$ cat config.mk
export PLATFORM = sky130hd
export DESIGN_NAME = gshare_predictor
export DESIGN_NICKNAME = d
export VERILOG_FILES = /design/src/rtl/bp_pkg.sv /design/src/rtl/gshare_predictor_sat_counter_update.sv /design/src/rtl/gshare_predictor.sv
export SDC_FILE = /design/constraint.sdc
export NUM_CORES = 2
export LEC_CHECK = 0
export CAP_MARGIN = 20
export CORE_MARGIN = 10
export CORE_UTILIZATION = 40
export DETAILED_ROUTE_END_ITERATION = 12
export GPL_TIMING_DRIVEN = 0
export HOLD_SLACK_MARGIN = 0.12
export PLACE_DENSITY_LB_ADDON = 0.25
export SYNTH_ARGS = -nofsm -noshare
export SYNTH_HDL_FRONTEND = slang
export SYNTH_HIERARCHICAL = 1
export SYNTH_SLANG_ARGS = --single-unit
$ cat constraint.sdc
create_clock -name CLK -period 25.9 [get_ports CLK]
set_input_delay 5.18 -clock CLK [delete_from_list [all_inputs] [get_ports CLK]]
set_output_delay 5.18 -clock CLK [all_outputs]
set_load 0.005 [all_outputs]
$ cat src/rtl/bp_pkg.sv
// bp_pkg: shared types and saturating-counter helpers for the branch predictor slice.
package bp_pkg;

    typedef enum logic {INIT, RUN} state_e;

    // Weakly not-taken starting value: 2^(bits-1)-1.
    function automatic int ctr_init(int bits);
        return (1 << (bits - 1)) - 1;
    endfunction

    function automatic int sat_inc(int c, int bits);
        return (c >= (1 << bits) - 1) ? c : c + 1;
    endfunction

    function automatic int sat_dec(int c);
        return (c <= 0) ? 0 : c - 1;
    endfunction

endpackage

$ cat src/rtl/gshare_predictor_sat_counter_update.sv
// sat_counter_update: next value of a saturating counter given the resolved outcome.
module sat_counter_update
    import bp_pkg::*;
#(
    parameter int CTR_BITS = 2
) (
    input  logic [CTR_BITS-1:0] ctr_i,
    input  logic                taken_i,
    output logic [CTR_BITS-1:0] ctr_o
);

    assign ctr_o = CTR_BITS'(taken_i ? sat_inc(int'(ctr_i), CTR_BITS) : sat_dec(int'(ctr_i)));

endmodule

$ cat src/rtl/gshare_predictor.sv
// gshare_predictor: PHT of saturating counters indexed by PC or PC^GHR, with
// a registered lookup port, an update port and a power-up INIT sweep of the table.
module gshare_predictor
    import bp_pkg::*;
#(
    parameter int INDEX_BITS = 10,
    parameter int CTR_BITS   = 2,
    parameter int HIST_BITS  = 8,
    parameter int GSHARE     = 1
) (
    input  logic                  CLK,
    input  logic                  RESET,
    output logic                  ready,
    input  logic                  lookup_valid,
    input  logic [31:0]           lookup_pc,
    output logic                  pred_valid,
    output logic                  pred_taken,
    output logic [INDEX_BITS-1:0] pred_index,
    input  logic                  upd_valid,
    input  logic [INDEX_BITS-1:0] upd_index,
    input  logic                  upd_taken,
    input  logic                  upd_mispredict,
    output logic [31:0]           mispredict_count
);

    localparam int ENTRIES = 1 << INDEX_BITS;
    localparam logic [CTR_BITS-1:0] INIT_VAL = CTR_BITS'(ctr_init(CTR_BITS));

    state_e                  state_q, state_d;
    logic [INDEX_BITS-1:0]   ptr_q, ptr_d;
    logic [HIST_BITS-1:0]    ghr_q, ghr_d;
    logic                    pred_valid_q, pred_valid_d;
    logic                    pred_taken_q, pred_taken_d;
    logic [INDEX_BITS-1:0]   pred_index_q, pred_index_d;
    logic [31:0]             mcnt_q, mcnt_d;
    logic [CTR_BITS-1:0]     pht_q [ENTRIES];

    logic                    init_we, lk_fire, upd_fire;
    logic [INDEX_BITS-1:0]   pc_idx, lk_idx;
    logic [CTR_BITS-1:0]     upd_nxt, lk_ctr;
    logic                    unused_pc;

    assign unused_pc = ^{lookup_pc[31:INDEX_BITS+2], lookup_pc[1:0]};

    always_ff @(posedge CLK or negedge RESET)
        if (!RESET) begin
            state_q <= INIT;
            ptr_q   <= '0;
        end else begin
            state_q <= state_d;
            ptr_q   <= ptr_d;
        end

    always_comb begin
        state_d = (state_q == INIT && ptr_q == '1) ? RUN : state_q;
        ptr_d   = (state_q == INIT) ? ptr_q + 1'b1 : ptr_q;
    end

    always_comb begin
        ready   = (state_q == RUN);
        init_we = (state_q == INIT);
    end

    assign lk_fire  = ready & lookup_valid;
    assign upd_fire = ready & upd_valid;
    assign pc_idx   = lookup_pc[INDEX_BITS+1:2];
    assign lk_idx   = (GSHARE != 0) ? pc_idx ^ INDEX_BITS'(ghr_q) : pc_idx;

    sat_counter_update #(.CTR_BITS(CTR_BITS)) u_upd (
        .ctr_i   (pht_q[upd_index]),
        .taken_i (upd_taken),
        .ctr_o   (upd_nxt)
    );

    // Write-first: a same-cycle update to the looked-up entry is visible to the lookup.
    assign lk_ctr = (upd_fire && upd_index == lk_idx) ? upd_nxt : pht_q[lk_idx];

    always_ff @(posedge CLK)
        if (init_we)
            pht_q[ptr_q] <= INIT_VAL;
        else if (upd_fire)
            pht_q[upd_index] <= upd_nxt;

    always_comb begin
        ghr_d        = upd_fire ? HIST_BITS'({ghr_q, upd_taken}) : ghr_q;
        mcnt_d       = (upd_fire && upd_mispredict && mcnt_q != '1) ? mcnt_q + 32'd1 : mcnt_q;
        pred_valid_d = lk_fire;
        pred_taken_d = lk_fire ? lk_ctr[CTR_BITS-1] : pred_taken_q;
        pred_index_d = lk_fire ? lk_idx : pred_index_q;
    end

    always_ff @(posedge CLK or negedge RESET)
        if (!RESET) begin
            ghr_q        <= '0;
            mcnt_q       <= '0;
            pred_valid_q <= 1'b0;
            pred_taken_q <= 1'b0;
            pred_index_q <= '0;
        end else begin
            ghr_q        <= ghr_d;
            mcnt_q       <= mcnt_d;
            pred_valid_q <= pred_valid_d;
            pred_taken_q <= pred_taken_d;
            pred_index_q <= pred_index_d;
        end

    assign pred_valid       = pred_valid_q;
    assign pred_taken       = pred_taken_q;
    assign pred_index       = pred_index_q;
    assign mispredict_count = mcnt_q;

endmodule
**Yosys cells after proc, flatten, opt, wreduce, memory -nomap -nowiden**

Memories as Yosys holds them, arrays and structs flattened. A register that Yosys moved wholly into a read port is not among the register bits.
Cells that the tools add are included.

- Add/sub/neg operators: 4
- $lt $le $gt $ge: 2
- Eq/ne operators: 2
- Muxes and demuxes: 10
- Bitwise logic cells: 4
- Reduce and logical (&&, ||, !) cells: 5

Operators by type and width:

| cell | number |
|---|---|
| $add A32 B1 Y32 const B | 1 |
| $ne A32 B32 Y1 const B | 1 |
| $add A10 B1 Y10 const B | 1 |
| $eq A10 B10 Y1 const B | 1 |
| $mux W10 | 1 |
| $xor A10 B8 Y10 | 1 |
| $mux W2 | 4 |
| $mux W1 | 5 |
| $logic_and A1 B1 Y1 | 3 |
| $add A2 B1 Y2 const B | 1 |
| $and A1 B1 Y1 | 2 |
| $ge A2 B2 Y1 const B | 1 |
| $le A2 B1 Y1 const B | 1 |
| $reduce_or A2 Y1 | 1 |
| $sub A2 B1 Y2 const B | 1 |
| $logic_not A1 Y1 | 1 |
| $not A1 Y1 | 1 |

- Register bits after elaboration: 62
- Memory bits (writable): 2,048
- Input port bits: 48
- Output and inout bits: 45
- Word-level logic and storage cells: 34
- Memories kept: 1

Memories:

| memory | depth | bits a word | read ports | clocked after memory_dff | write ports | RTL line | text |
|---|---|---|---|---|---|---|---|
| pht_q | 1,024 | 2 | 2 | 1 | 1 | gshare_predictor.sv:36 | `logic [CTR_BITS-1:0] pht_q [ENTRIES];` |

**Depth between registers and ports, before layout**

- Depth in word-level cells: 6
- Mapped depth: 16
- Mapped depth without buffers: 12

**Hierarchy**

Netlist, hierarchy kept.

By module, submodules not included:

| module | instances | cells each | area each (sq um) |
|---|---|---|---|
| gshare_predictor | 1 | 5,212 | 94,013.9 |
| sat_counter_update | 1 | 3 | 26.3 |

**Least setup slack after synthesis**

Ideal clock, no wire load.

- Path kind: input port to flip-flop
- Start point: input upd_index[1]
- End point: memory pht_q[0][0] (data pin)
- Setup time: 3,007 ps
- Arrival: 21,680 ps
- Setup slack: 1,213 ps
- Stages on the path: 14
- Path buffers: 4
- Path through: clkbuf_1 -> clkbuf_1 -> buf_2 -> clkbuf_1 -> mux4_2 -> mux4_2 -> mux4_2 -> a22oi_1 -> a21oi_1 -> a211oi_1 -> a21oi_1 -> inv_1 -> maj3_2 -> nand2b_1

- Cells in the longest elaborated chain, start to end: 5
- Elaborated cells on any way between the ends: 9
- Those cells by class: add/sub: 2; order compare: 2; mux: 4; memory: 1

Ends and longest elaborated chain:

| item | RTL line | text |
|---|---|---|
| start, declared | gshare_predictor.sv:20 | `input logic [INDEX_BITS-1:0] upd_index,` |
| $mem_v2 Z1024 W2 * | -- |  |
| $sub A2 B1 Y2, or another cell as far along | bp_pkg.sv:16 | `return (c <= 0) ? 0 : c - 1;` |
| $mux W2 (on tied branches) | bp_pkg.sv:16, bp_pkg.sv:12 |  |
| $mux W2 * | gshare_predictor_sat_counter_update.sv:12 | `assign ctr_o = CTR_BITS'(taken_i ? sat_inc(int'(ctr_i), CTR_BITS) : sat_dec(int'(ctr_i)));` |
| via upd_nxt[0] | gshare_predictor.sv:40 | `logic [CTR_BITS-1:0] upd_nxt, lk_ctr;` |
| $mux W2 (no source line) * | -- |  |
| end, declared | gshare_predictor.sv:36 |  |

The timed path passes the listed nets; every way through them passes the cells marked *.

**Worst setup path in the final report**

- Start point: input upd_index[0]
- End point: memory pht_q[839][0] (data pin)

The elaborated chain is that of the path after synthesis.

==> impl_metrics.json <==
{
  "fmax_mhz": 78.3,
  "netlist_area_um2": 94000,
  "mostFrequentLayoutCell": "edfxtp_1",
  "power.density_nw_per_um2": 66.7,
  "rsz0062_at_grt": "no",
  "first_global_vias": 58600,
  "fp.dieW_um": 505,
  "drtPass1Iterations": 8,
  "grtUsageTotal": 0.304,
  "hold_start": "pred_index[1]",
  "via_count": 61300,
  "antenna_found_initial": 45,
  "io_buffers": 61,
  "cts_setup_buffers": 0,
  "irDropWorstVdd_mv": 0.0736,
  "leakagePower_nw": 32.7,
  "setup_violations": 0,
  "setup_tns_ps": 0,
  "clk_latency_ps": 920,
  "cap_violations": 0,
  "gp_congestion": 1.01,
  "maxSlewHeadroom": 0.112,
  "core_area_um2": 233000,
  "multi_input_area_um2": 29100,
  "grt-ovfl-total": 0,
  "grt_max_degree": 100,
  "fin_crit_sh": 0.493,
  "die-area_um2": 255000,
  "clkSlewWorstSetupHoldPaths_ps": 60,
  "crit_fanout": 91,
  "syn_area_per_cell_um2": 18.0,
  "drc": 0,
  "period_needed_ps": 12780,
  "r2r_setup_slack_ps": 18980,
  "wire_per_inst_um": 44.5,
  "preCtsSetupSlack_ps": 12540,
  "synthDominantCellAreaShare": 0.654,
  "num-nets-final": 5673,
  "netlist_instances": 5215,
  "tightest_slew_ps": 1330,
  "synth_area_leaders": "edfxtp_1 (65%), mux4_2 (22%), nor2_1 (4.3%)",
  "synth_area_leader_cell": "edfxtp_1",
  "ys_types": 61,
  "ant_nets": 0,
  "clk_path_buf_depth": 3,
  "timing.final.ws_setup_ps": 13120,
  "cts_tree": "yes",
  "worstHoldPathCells": 2,
  "crit_path_start_kind": "input pin",
  "std_cell_rows": 177,
  "start_util": 0.403,
  "async_reset_ff_frac": 0.0298,
  "root_buffer": "clkbuf_16",
  "reg2regPathDepth": 13,
  "synth_nets": 5265,
  "r2r-start": "ghr_q[1]",
  "seqCellArea_um2": 63100,
  "synth-edff-count": 2048,
  "ys_seq_elements": 2111,
  "finalHoldViolations": 0,
  "fillers": 19700,
  "required_ps": 26480,
  "hp-class": "register to register",
  "status": "completed",
  "hold_end": "pred_index[1]",
  "ys_warn_count": 6,
  "wirelength_um": 399000,
  "ioPinCount": 93,
  "yosysSeqAreaShare": 0.671,
  "crit_type": "input pin to register",
  "critPathArrivalTime_ps": 13360,
  "area_delta_synth_final_pct": 15.3,
  "grt_pass1_wl_um": 524000,
  "drt_iter0_drc": 12500,
  "cts.htree.levels": 4,
  "die_height_um": 505,
  "dp.final_hpwl_um": 270000,
  "synth_ff_type": "edfxtp_1",
  "layout_common_cells": "edfxtp_1 (2048), nor2_1 (1067), mux4_2 (935)",
  "cts-buffers-inserted": 217,
  "rr_endpoint": "pred_taken",
  "finalClockSkew_ps": 62.2,
  "viasPerCell": 6.84,
  "drive_above_1_share": 0.283,
  "slew_viol_final": 0,
  "end_kind": "register",
  "cts.hold.buffers_added": 0,
  "clock_sinks": 2111,
  "cts_resized": 0
}
==> power breakdown <==
group | internal (mW) | switching [mW] | total [mW]
logic | 0.0987 | 0.273 | 0.371
registers | 3.69 | 0 | 3.69
clock network | 1.77 | 1.40 | 3.17
total | 5.55 | 1.67 | 7.23
==> worst max path at each step <==
| stage | startpoint | depth (start not counted) | endpoint | slack, ps |
|---|---|---|---|---|
| after floorplan | upd_index[1] | 14 | pht_q[0][0] | 1210 |
| after global placement | upd_index[1] | 14 | pht_q[840][0] | -14900 |
| after detailed placement | upd_index[1] | 20 | pht_q[840][0] | 12540 |
| after CTS | upd_index[1] | 20 | pht_q[839][0] | 13430 |
| after global routing | upd_index[1] | 20 | pht_q[839][0] | 13120 |
| final | upd_index[0] | 19 | pht_q[839][0] | 13120 |
==> worst max-delay path, cell delays in order <==
cell	delay, ps
clkbuf_1	460
buf_2	640
buf_2	690
clkbuf_2	910
mux4_2	430
mux4_2	540
mux4_2	610
a22oi_1	230
nand2_1	260
a211oi_1	380
a21oi_1	200
maj3_2	380
nand2b_4	430
buf_16	390
buf_16	260
buf_16	300
buf_16	260
buf_16	260
buf_16	240
==> routing by layer <==
| layer | routed length [µm] | vias to the layer above | GRT usage |
|---|---|---|---|
| li1 | - | 21900 | - |
| met1 | 133000 | 32100 | 0.375 |
| met3 | 62900 | 1420 | 0.130 |
| met5 | 243 | - | 0 |
| met4 | 32600 | 30 | 0.202 |
| met2 | 170000 | 5863 | 0.436 |
==> kinds of logic (layout without fill, tap and decap cells) <==
kind of cell / after synthesis / count (layout) / synth area share
mux: 972 / 972 / 0.228
simple gates: 1418 / 1418 / 0.0598
xor+xnor: 67 / 67 / 0.00640
compound gates: 187 / 187 / 0.0139
fa+ha+maj: 4 / 4 / 0.000506
flops: 2111 / 2111 / 0.671
buf+inv: 456 / 1047 / 0.0207
other cells: 0 / 31 / 0
==> layout make-up <==
type,count,area share
well taps,3132,0.0361
plain buffers,449,0.0193
diodes,31,0.000716
flip-flops and latches,2111,0.582
clock inverters,126,0.0115
inverters,7,0.000242
multi-input cells,2648,0.268
clock buffers,276,0.0534
repair buffers,189,0.0285
==> per-stage QoR <==
| step | cell area, µm² | power [mW] | std cells | util | hold WS (ps) |
|---|---|---|---|---|---|
| 6_report | 108000 | 7.23 | 8969 | 0.465 | 483 |
| 5_1_grt | 108000 | 7.34 | 8939 | 0.465 | 519 |
| 4_1_cts | 108000 | 7.20 | 8935 | 0.464 | 487 |
| 3_5_place_dp | 101000 | 4.11 | 8533 | 0.434 | 474 |
| 3_3_place_gp | 98600 | 4.09 | 8408 | 0.423 | 471 |
| 2_1_floorplan | 94000 | 3.91 | 5215 | - | 463 |
==> sequential cells by signal (all words and copies together) (netlist names) <==
| name | cells |
|---|---|
| ghr_q | 8 |
| mispredict_count | 32 |
| pht_q | 2048 |
| pred_index | 10 |
| pred_taken | 1 |
| pred_valid | 1 |
| ptr_q | 10 |
| ready | 1 |
==> cells in the mapped netlist (all sizes together), types with 4 or more instances <==
library cell	count
inv	7
edfxtp	2048
a221oi	10
and3	16
nor2	1074
nand4	16
a21oi	36
xor2	25
nand3b	6
a22o	10
mux2	4
nand2	198
nand2b	11
nand3	45
a31oi	15
o21ai	15
nor4	4
nor3	22
dfrtp	63
and2	4
a211oi	10
or3	8
mux2i	33
a22oi	57
buf	180
xnor2	42
a32oi	4
mux4	935
clkbuf	269
Note: power is estimated with default switching activity, not from simulation.
